**src/rtl/mem_stage_unit.sv**
```systemverilog
// MEM stage of the 16-bit pipelined CPU: branch/call/ret resolution, req/ack data-memory
// handshake with upstream stall, and the MEM/WB register. Optional abort on timeout: MEM_TIMEOUT_EN.
module mem_stage_unit #(
  parameter int unsigned TIMEOUT = 16
) (
  input  logic        clk,
  input  logic        clear,
  input  logic        MemRead,
  input  logic        MemWrite,
  input  logic        Branch,
  input  logic        call,
  input  logic        ret,
  input  logic [2:0]  BranchType,
  input  logic [11:0] Address,
  input  logic [15:0] retAddr,
  input  logic [15:0] pc_addr,
  input  logic        V,
  input  logic        Z,
  input  logic        N,
  input  logic [1:0]  RegDst,
  input  logic        MemtoReg,
  input  logic        RegWrite,
  input  logic        run,
  input  logic [3:0]  Rd,
  input  logic [15:0] ALU_result,
  input  logic [15:0] data_r2,
  output logic        dmem_req,
  output logic        dmem_we,
  output logic [15:0] dmem_addr,
  output logic [15:0] dmem_wdata,
  input  logic [15:0] dmem_rdata,
  input  logic        dmem_ack,
  output logic        stall,
  output logic        pc_src,
  output logic [15:0] target_addr,
  output logic        flush,
  output logic [1:0]  wb_RegDst,
  output logic        wb_MemtoReg,
  output logic        wb_RegWrite,
  output logic        wb_run,
  output logic [3:0]  wb_Rd,
  output logic [15:0] wb_ALU_result,
  output logic [15:0] wb_mem_data,
  output logic [15:0] wb_retAddr,
  output logic        mem_err
);

  typedef enum logic [0:0] {
    ST_IDLE   = 1'b0,
    ST_ACCESS = 1'b1
  } state_t;

  state_t state_q, state_d;
  logic   mem_op_s;
  logic   abort_s;
  logic   timeout_hit_s;
  logic   cond_s;
  logic   unused_pc_low_s;

  assign mem_op_s        = MemRead | MemWrite;
  assign unused_pc_low_s = ^pc_addr[11:0];

  // State register
  always_ff @(posedge clk) begin
    if (clear) begin
      state_q <= ST_IDLE;
    end else begin
      state_q <= state_d;
    end
  end

  // Next state, handshake request and stall
  always_comb begin
    state_d  = state_q;
    stall    = 1'b0;
    dmem_req = 1'b0;
    abort_s  = 1'b0;
    case (state_q)
      ST_IDLE: begin
        if (mem_op_s) begin
          stall    = 1'b1;
          dmem_req = 1'b1;
          state_d  = ST_ACCESS;
        end else begin
          stall    = 1'b0;
        end
      end
      ST_ACCESS: begin
        dmem_req = 1'b1;
        if (dmem_ack) begin
          state_d = ST_IDLE;
        end else if (timeout_hit_s) begin
          // abandon the access: release the pipeline and retire a bubble
          abort_s = 1'b1;
          state_d = ST_IDLE;
        end else begin
          stall   = 1'b1;
        end
      end
      default: begin
        state_d = ST_IDLE;
      end
    endcase
  end

  assign dmem_we    = dmem_req & MemWrite;
  assign dmem_addr  = ALU_result;
  assign dmem_wdata = data_r2;

`ifdef MEM_TIMEOUT_EN
  localparam int unsigned CntW = (TIMEOUT > 1) ? $clog2(TIMEOUT) : 1;
  logic [CntW-1:0] cnt_q;
  logic            mem_err_q;

  assign timeout_hit_s = (cnt_q == CntW'(TIMEOUT - 1));
  assign mem_err       = mem_err_q;

  // ACCESS-cycle counter and sticky timeout flag
  always_ff @(posedge clk) begin
    if (clear) begin
      cnt_q     <= '0;
      mem_err_q <= 1'b0;
    end else begin
      if ((state_q == ST_ACCESS) && !dmem_ack && !timeout_hit_s) begin
        cnt_q <= cnt_q + CntW'(1);
      end else begin
        cnt_q <= '0;
      end
      mem_err_q <= mem_err_q | abort_s;
    end
  end
`else
  localparam int unsigned unused_timeout_p = TIMEOUT;
  assign timeout_hit_s = 1'b0;
  assign mem_err       = 1'b0;
`endif

  // Branch condition from ALU flags
  always_comb begin
    cond_s = 1'b0;
    case (BranchType)
      3'd0:    cond_s = Z;
      3'd1:    cond_s = !Z;
      3'd2:    cond_s = !Z & !(N ^ V);
      3'd3:    cond_s = N ^ V;
      3'd4:    cond_s = !(N ^ V);
      3'd5:    cond_s = Z | (N ^ V);
      3'd6:    cond_s = V;
      3'd7:    cond_s = 1'b1;
      default: cond_s = 1'b0;
    endcase
  end

  assign pc_src      = !stall & ((Branch & cond_s) | call | ret);
  assign flush       = pc_src;
  assign target_addr = ret ? ALU_result : {pc_addr[15:12], Address};

  // MEM/WB pipeline register; a stalled or aborted cycle retires a bubble
  always_ff @(posedge clk) begin
    if (clear) begin
      wb_RegDst     <= 2'd0;
      wb_MemtoReg   <= 1'b0;
      wb_RegWrite   <= 1'b0;
      wb_run        <= 1'b1;
      wb_Rd         <= 4'd0;
      wb_ALU_result <= 16'h0000;
      wb_mem_data   <= 16'h0000;
      wb_retAddr    <= 16'h0000;
    end else begin
      if (!stall && !abort_s) begin
        wb_RegDst     <= RegDst;
        wb_MemtoReg   <= MemtoReg;
        wb_RegWrite   <= RegWrite;
        wb_run        <= run;
        wb_Rd         <= Rd;
        wb_ALU_result <= ALU_result;
        wb_retAddr    <= retAddr;
      end else begin
        wb_RegWrite   <= 1'b0;
        wb_run        <= 1'b1;
      end
      if ((state_q == ST_ACCESS) && dmem_ack) begin
        wb_mem_data <= dmem_rdata;
      end else begin
        wb_mem_data <= wb_mem_data;
      end
    end
  end

endmodule

```
**config.mk**
```make
export PLATFORM = sky130hd
export DESIGN_NAME = mem_stage_unit
export DESIGN_NICKNAME = d
export VERILOG_FILES = /design/src/rtl/mem_stage_unit.sv
export SDC_FILE = /design/constraint.sdc
export NUM_CORES = 1
export LEC_CHECK = 0
export CAP_MARGIN = 20
export CORE_ASPECT_RATIO = 1.1
export CORE_MARGIN = 5
export CORE_UTILIZATION = 32
export CTS_BUF_LIST = sky130_fd_sc_hd__clkbuf_4 sky130_fd_sc_hd__clkbuf_8 sky130_fd_sc_hd__clkbuf_16
export DETAILED_ROUTE_END_ITERATION = 6
export PLACE_DENSITY_LB_ADDON = 0.08
export SLEW_MARGIN = 10
export SYNTH_ARGS = -nofsm -noshare
export SYNTH_HDL_FRONTEND = slang
export SYNTH_SLANG_ARGS = --single-unit
```
**constraint.sdc**
```tcl
create_clock -name clk -period 2 [get_ports clk]
set_input_delay 0.4 -clock clk [delete_from_list [all_inputs] [get_ports clk]]
set_output_delay 0.4 -clock clk [all_outputs]
set_load 0.01 [all_outputs]
```
; Yosys cells after proc, flatten, opt, wreduce, memory -nomap -nowiden
; Cells that the tools add are included.
[classes]
add_sub_neg = 0
mul = 0
div = 0
order_cmp = 0
n_eq_ne = 7
shifts = 0
n_mux = 6
bitwise = 10
reduce_logical = 6
[op_table]
columns = op, n
row1 = two-way mux 16 bit, 1
row2 = "equality test 3 bit, second input constant", 4
row3 = one-hot mux 1 bit (8 select lines), 1
row4 = "equality test 3 x 2 -> 1 bit, second input constant", 2
row5 = AND 1 bit, 4
row6 = OR 1 bit, 4
row7 = one-hot mux 1 bit (2 select lines), 2
row8 = "equality test 3 x 1 -> 1 bit, second input constant", 1
row9 = logical NOT 1 bit, 3
row10 = logical NOT 3 bit, 1
row11 = two-way mux 1 bit, 2
row12 = OR reduction 2 bit, 1
row13 = logical AND 1 bit, 1
row14 = inverter 1 bit, 1
row15 = bitwise XOR 1 bit, 1
[word_totals]
register_bits = 58
latchBits = 0
ram_bits = 0
mem_bits_ro = 0
inputBits = 115
output_inout_bits = 111
wordCells = 38
mem_count = 0

; Depth between registers and ports, before layout
[depth]
word_depth = 8
mapped_depth = 6
mapped_depth_nobuf = 5

; Worst setup path after synthesis
; OpenSTA, ideal clock, no wires.
[synth_timing]
path_kind = in2out
startpoint = input MemRead
endpoint = output pc_src
t_arrival_ps = 1535
t_required_ps = 1600
setup_slack_ps = 65
cell_stages = 5
n_path_buf = 1
cell_sequence = or3_4 -> nand2_8 -> nand4_1 -> o21ai_0 -> buf_4
[synth_between]
elab_chain_cells = 5
[synth_rtl]
columns = item, line
row1 = "start, declared", 8  ; input logic MemRead,
row2 = OR 1 bit, 60  ; assign mem_op_s = MemRead | MemWrite;
row3 = two-way mux 1 bit, 80  ; if (mem_op_s) begin
row4 = one-hot mux 1 bit (2 select lines), 78  ; case (state_q)
row5 = logical NOT 1 bit, -
row6 = AND 1 bit, 154  ; assign pc_src = !stall & ((Branch & cond_s) | call | ret);
row7 = "end, declared", 34  ; output logic pc_src,
; No other way between the ends.

; Worst setup path in the final report
[layout_timing]
startpoint = input MemRead
endpoint = output dmem_req
[layout_between]
elab_chain_cells = 3
[layout_rtl]
columns = item, line
row1 = OR 1 bit, 60
row2 = two-way mux 1 bit, 80
row3 = one-hot mux 1 bit (2 select lines), 78
row4 = "end, declared", 27  ; output logic dmem_req,
; No other way between the ends.

==> results.py <==
metrics = {
    "yosys": {
        "synthCells": 318,
        "yosysWarnings": 0,
        "ys_types": 29,
        "synth.net_count": 433,
        "seq_area_frac_synth_pct": 44.9,
        "syn_area_um2": 2580,
        "ys_seq_elements": 58,
        "avgSynthCellArea_um2": 8.12,
    },
    "worst_setup_path": {
        "critical_path_class": "in -> out",
        "crit_fanout": 2,
        "start_kind": "input port",
        "arrival_ns": 1.54,
        "crit_required_ns": 1.60,
        "path_cells": "dlygate4sd2_1, or3_4, clkdlybuf4s50_1",
        "critical_path_cell_count": 3,
        "cp.buffers_inverters": 2,
        "critPathTopFamily": "buffers and inverters",
        "end_kind": "output port",
        "crit_slowest_cell": "clkdlybuf4s50_1",
        "ff2ff_path_depth": 6,
        "slowest_delay_ns": 0.50,
    },
    "layout": {
        "fin_nets": 605,
        "fin_cells": 603,
        "antenna_cells": 0,
        "design_area_um2": 4620,
        "drive_gt1_share_pct": 17.2,
        "area_growth_syn_to_layout_pct": 78.6,
    },
    "run": {
        "drv_cap": 0,
    },
    "sta": {
        "fin_crit_sh_pct": 97.0,
        "finalHoldViolations": 0,
        "slew_violations": 0,
        "setup_viol": 0,
        "max_freq_ghz": 0.516,
        "min_period_ns": 1.94,
        "skew_ns": 0.00700,
    },
    "clocking": {
        "cts_hold_buf": 0,
        "htreeDepth": 3,
        "cts_buffer_depth": 2,
        "clk_latency_ns": 0.33,
        "cts_tree": "built",
        "cts_root_buffer": "clkbuf_8",
        "clk_pin_slew_worst_paths_ns": 0.06,
        "numCtsBuffers": 9,
        "cts.sinks": 58,
    },
    "floorplanning": {
        "ios": 226,
        "fp.dieW_um": 95.7,
        "fp.dieH_um": 104,
        "dieArea_um2": 9970,
        "start_util_pct": 32.7,
        "rows": 34,
        "core_um2": 7910,
    },
    "pwr": {
        "sw_frac_of_total_pct": 26.4,
        "power_mw": 3.10,
        "power_switching_uw": 819,
        "power_density_nw_per_um2": 671,
        "ir_drop_mv": 0.286,
        "static-leakage-power_nw": 1.79,
        "combPwrFrac_pct": 24.4,
        "clkPwrFrac_pct": 35.0,
        "p_int_mw": 2.28,
        "power_frac_seq_pct": 40.6,
    },
    "worst_hold_path": {
        "whs_path_depth": 2,
        "holdCritPathClass": "in -> reg",
    },
    "global_route": {
        "grt_pass1_wl_um": 13100,
        "first_global_vias": 2674,
        "antenna_found_initial": 0,
        "grt_max_degree": 42,
        "grt-ovfl-total": 0,
        "grt_usage_pct": 17.0,
    },
    "placement": {
        "dp.cells": 578,
        "gp_congestion": 0.733,
        "post-dp-hpwl_um": 6440,
        "io_buffers": 180,
        "dpl_cell_area_um2": 4360,
    },
    "drt": {
        "drt_iter0_drc": 50,
        "wl_per_cell_um": 14.0,
        "vias": 2678,
        "viasPerCell": 4.44,
        "wl_um": 8460,
        "ant_nets": 0,
        "drcViolationCount": 0,
        "firstDrtPassIters": 4,
    },
    "outcome": {
        "status": "completed",
    },
}
## worst paths after layout
kind / startpoint / endpoint / slack (ns)
setup / recovery: MemRead / dmem_req / 0.06
setup reg to reg: state_q$_SDFF_PP0_ / wb_run$_SDFF_PP1_ / 0.35
hold / removal: clear / state_q$_SDFF_PP0_ / 0.44
hold reg to reg: wb_retAddr[3]$_SDFFE_PP0N_ / wb_retAddr[3]$_SDFFE_PP0N_ / 0.45
## metal layers
| layer | GRT usage, % | up-vias | part of all wire, % |
|---|---|---|---|
| met5 | 0 | - | 0 |
| met1 | 18.2 | 1213 | 37 |
| met3 | 8.54 | 12 | 11 |
| met2 | 28.1 | 111 | 49 |
| met4 | 6.40 | 0 | 1.6 |
| li1 | - | 1342 | - |
## cells by family after synthesis
group	count (synthesis)	share of synthesized area, %
DFF	58	44.9
muxes	16	6.97
xor gates and xnor gates	2	0.678
other	1	0.145
buffers and inverters	55	14.7
AOI/OAI and AO/OA	62	12.4
and+or+nand+nor	124	20.2
## repair_timing
item | 4_1_cts | 5_1_grt
setup buffers | 9 | 0
pin swaps | 6 | 4
endpoints found under the setup margin | 21 | 2
gates resized for setup | 41 | 11
## cells in the mapped netlist
cell type | n | share of area (%)
a211oi_1 | 2 | 0.58
a21oi_1 | 55 | 11
a2bb2oi_1 | 1 | 0.34
a31oi_1 | 1 | 0.24
and2_1 | 1 | 0.24
buf_2 | 6 | 1.2
buf_4 | 34 | 9.9
buf_6 | 5 | 2.2
clkbuf_1 | 9 | 1.3
conb_1 | 1 | 0.15
dfxtp_1 | 58 | 45
inv_2 | 1 | 0.15
mux2_2 | 16 | 7.0
nand2_1 | 110 | 16
nand2_2 | 1 | 0.24
nand2_8 | 1 | 0.77
nand2b_1 | 1 | 0.24
nand3_1 | 1 | 0.19
nand4_1 | 1 | 0.24
nand4b_1 | 1 | 0.34
nor2_1 | 2 | 0.29
nor2b_1 | 1 | 0.24
nor3b_2 | 1 | 0.48
o21ai_0 | 3 | 0.58
or2_2 | 1 | 0.24
or3_1 | 1 | 0.24
or3_4 | 1 | 0.44
xnor2_1 | 1 | 0.34
xor2_1 | 1 | 0.34
## power by group through the flow
stage	registers [mW]	clock network [mW]	logic (mW)
floorplan	1.31	0	0.306
global placement	1.28	0	0.762
detailed placement	1.28	0	0.767
CTS	1.26	1.13	0.764
global route	1.26	1.19	0.821
finish	1.26	1.09	0.755
## worst register-to-register path, delay by kind of cell, from the launching register on
family	cells	cell delay (ns)
AND/OR/NAND/NOR	3	0.82
buffers and inverters	3	0.38
flip-flops	1	0.33
## through the flow
step                      setup WS, ns  setup TNS, ns  util [%]  hold WS (ns)
after floorplan                 0.0652              0         -         0.476
after global placement          -0.581         -13.12      55.1         0.438
after detailed placement        -0.626         -14.31      55.1         0.443
after CTS                      0.00565              0      58.3         0.427
after global routing          -0.00372       -0.00721      58.3         0.445
final                           0.0607              0      58.3         0.441
## registers in the layout, summed over array words and instances (netlist names)
register,cells
state_q,1
wb_ALU_result,16
wb_MemtoReg,1
wb_Rd,4
wb_RegDst,2
wb_RegWrite,1
wb_mem_data,16
wb_retAddr,16
wb_run,1
## cells in the final DEF (no fill, tap or decap), types with 2 or more instances in the layout
cell	netlist	layout
nand2_1	110	110
clkbuf_2	0	4
dfxtp_1	58	58
clkbuf_8	0	10
mux2_2	16	16
dlygate4sd2_1	0	21
a21oi_1	55	55
clkdlybuf4s50_1	0	151
buf_12	0	3
buf_2	6	3
o21ai_0	3	2
clkinvlp_4	0	3
nor2_1	2	2
buf_4	34	32
a211oi_1	2	2
## final cells by class
type	instances	area [µm²]
Fill cell	750	3300
Timing Repair Buffer	215	2040
Sequential cell	58	1160
Multi-Input combinational cell	205	1070
Clock buffer	10	138
Tap cell	108	135
Clock inverter	6	66.3
Inverter	1	3.75
No activity file was read; power rests on OpenSTA's default activity.
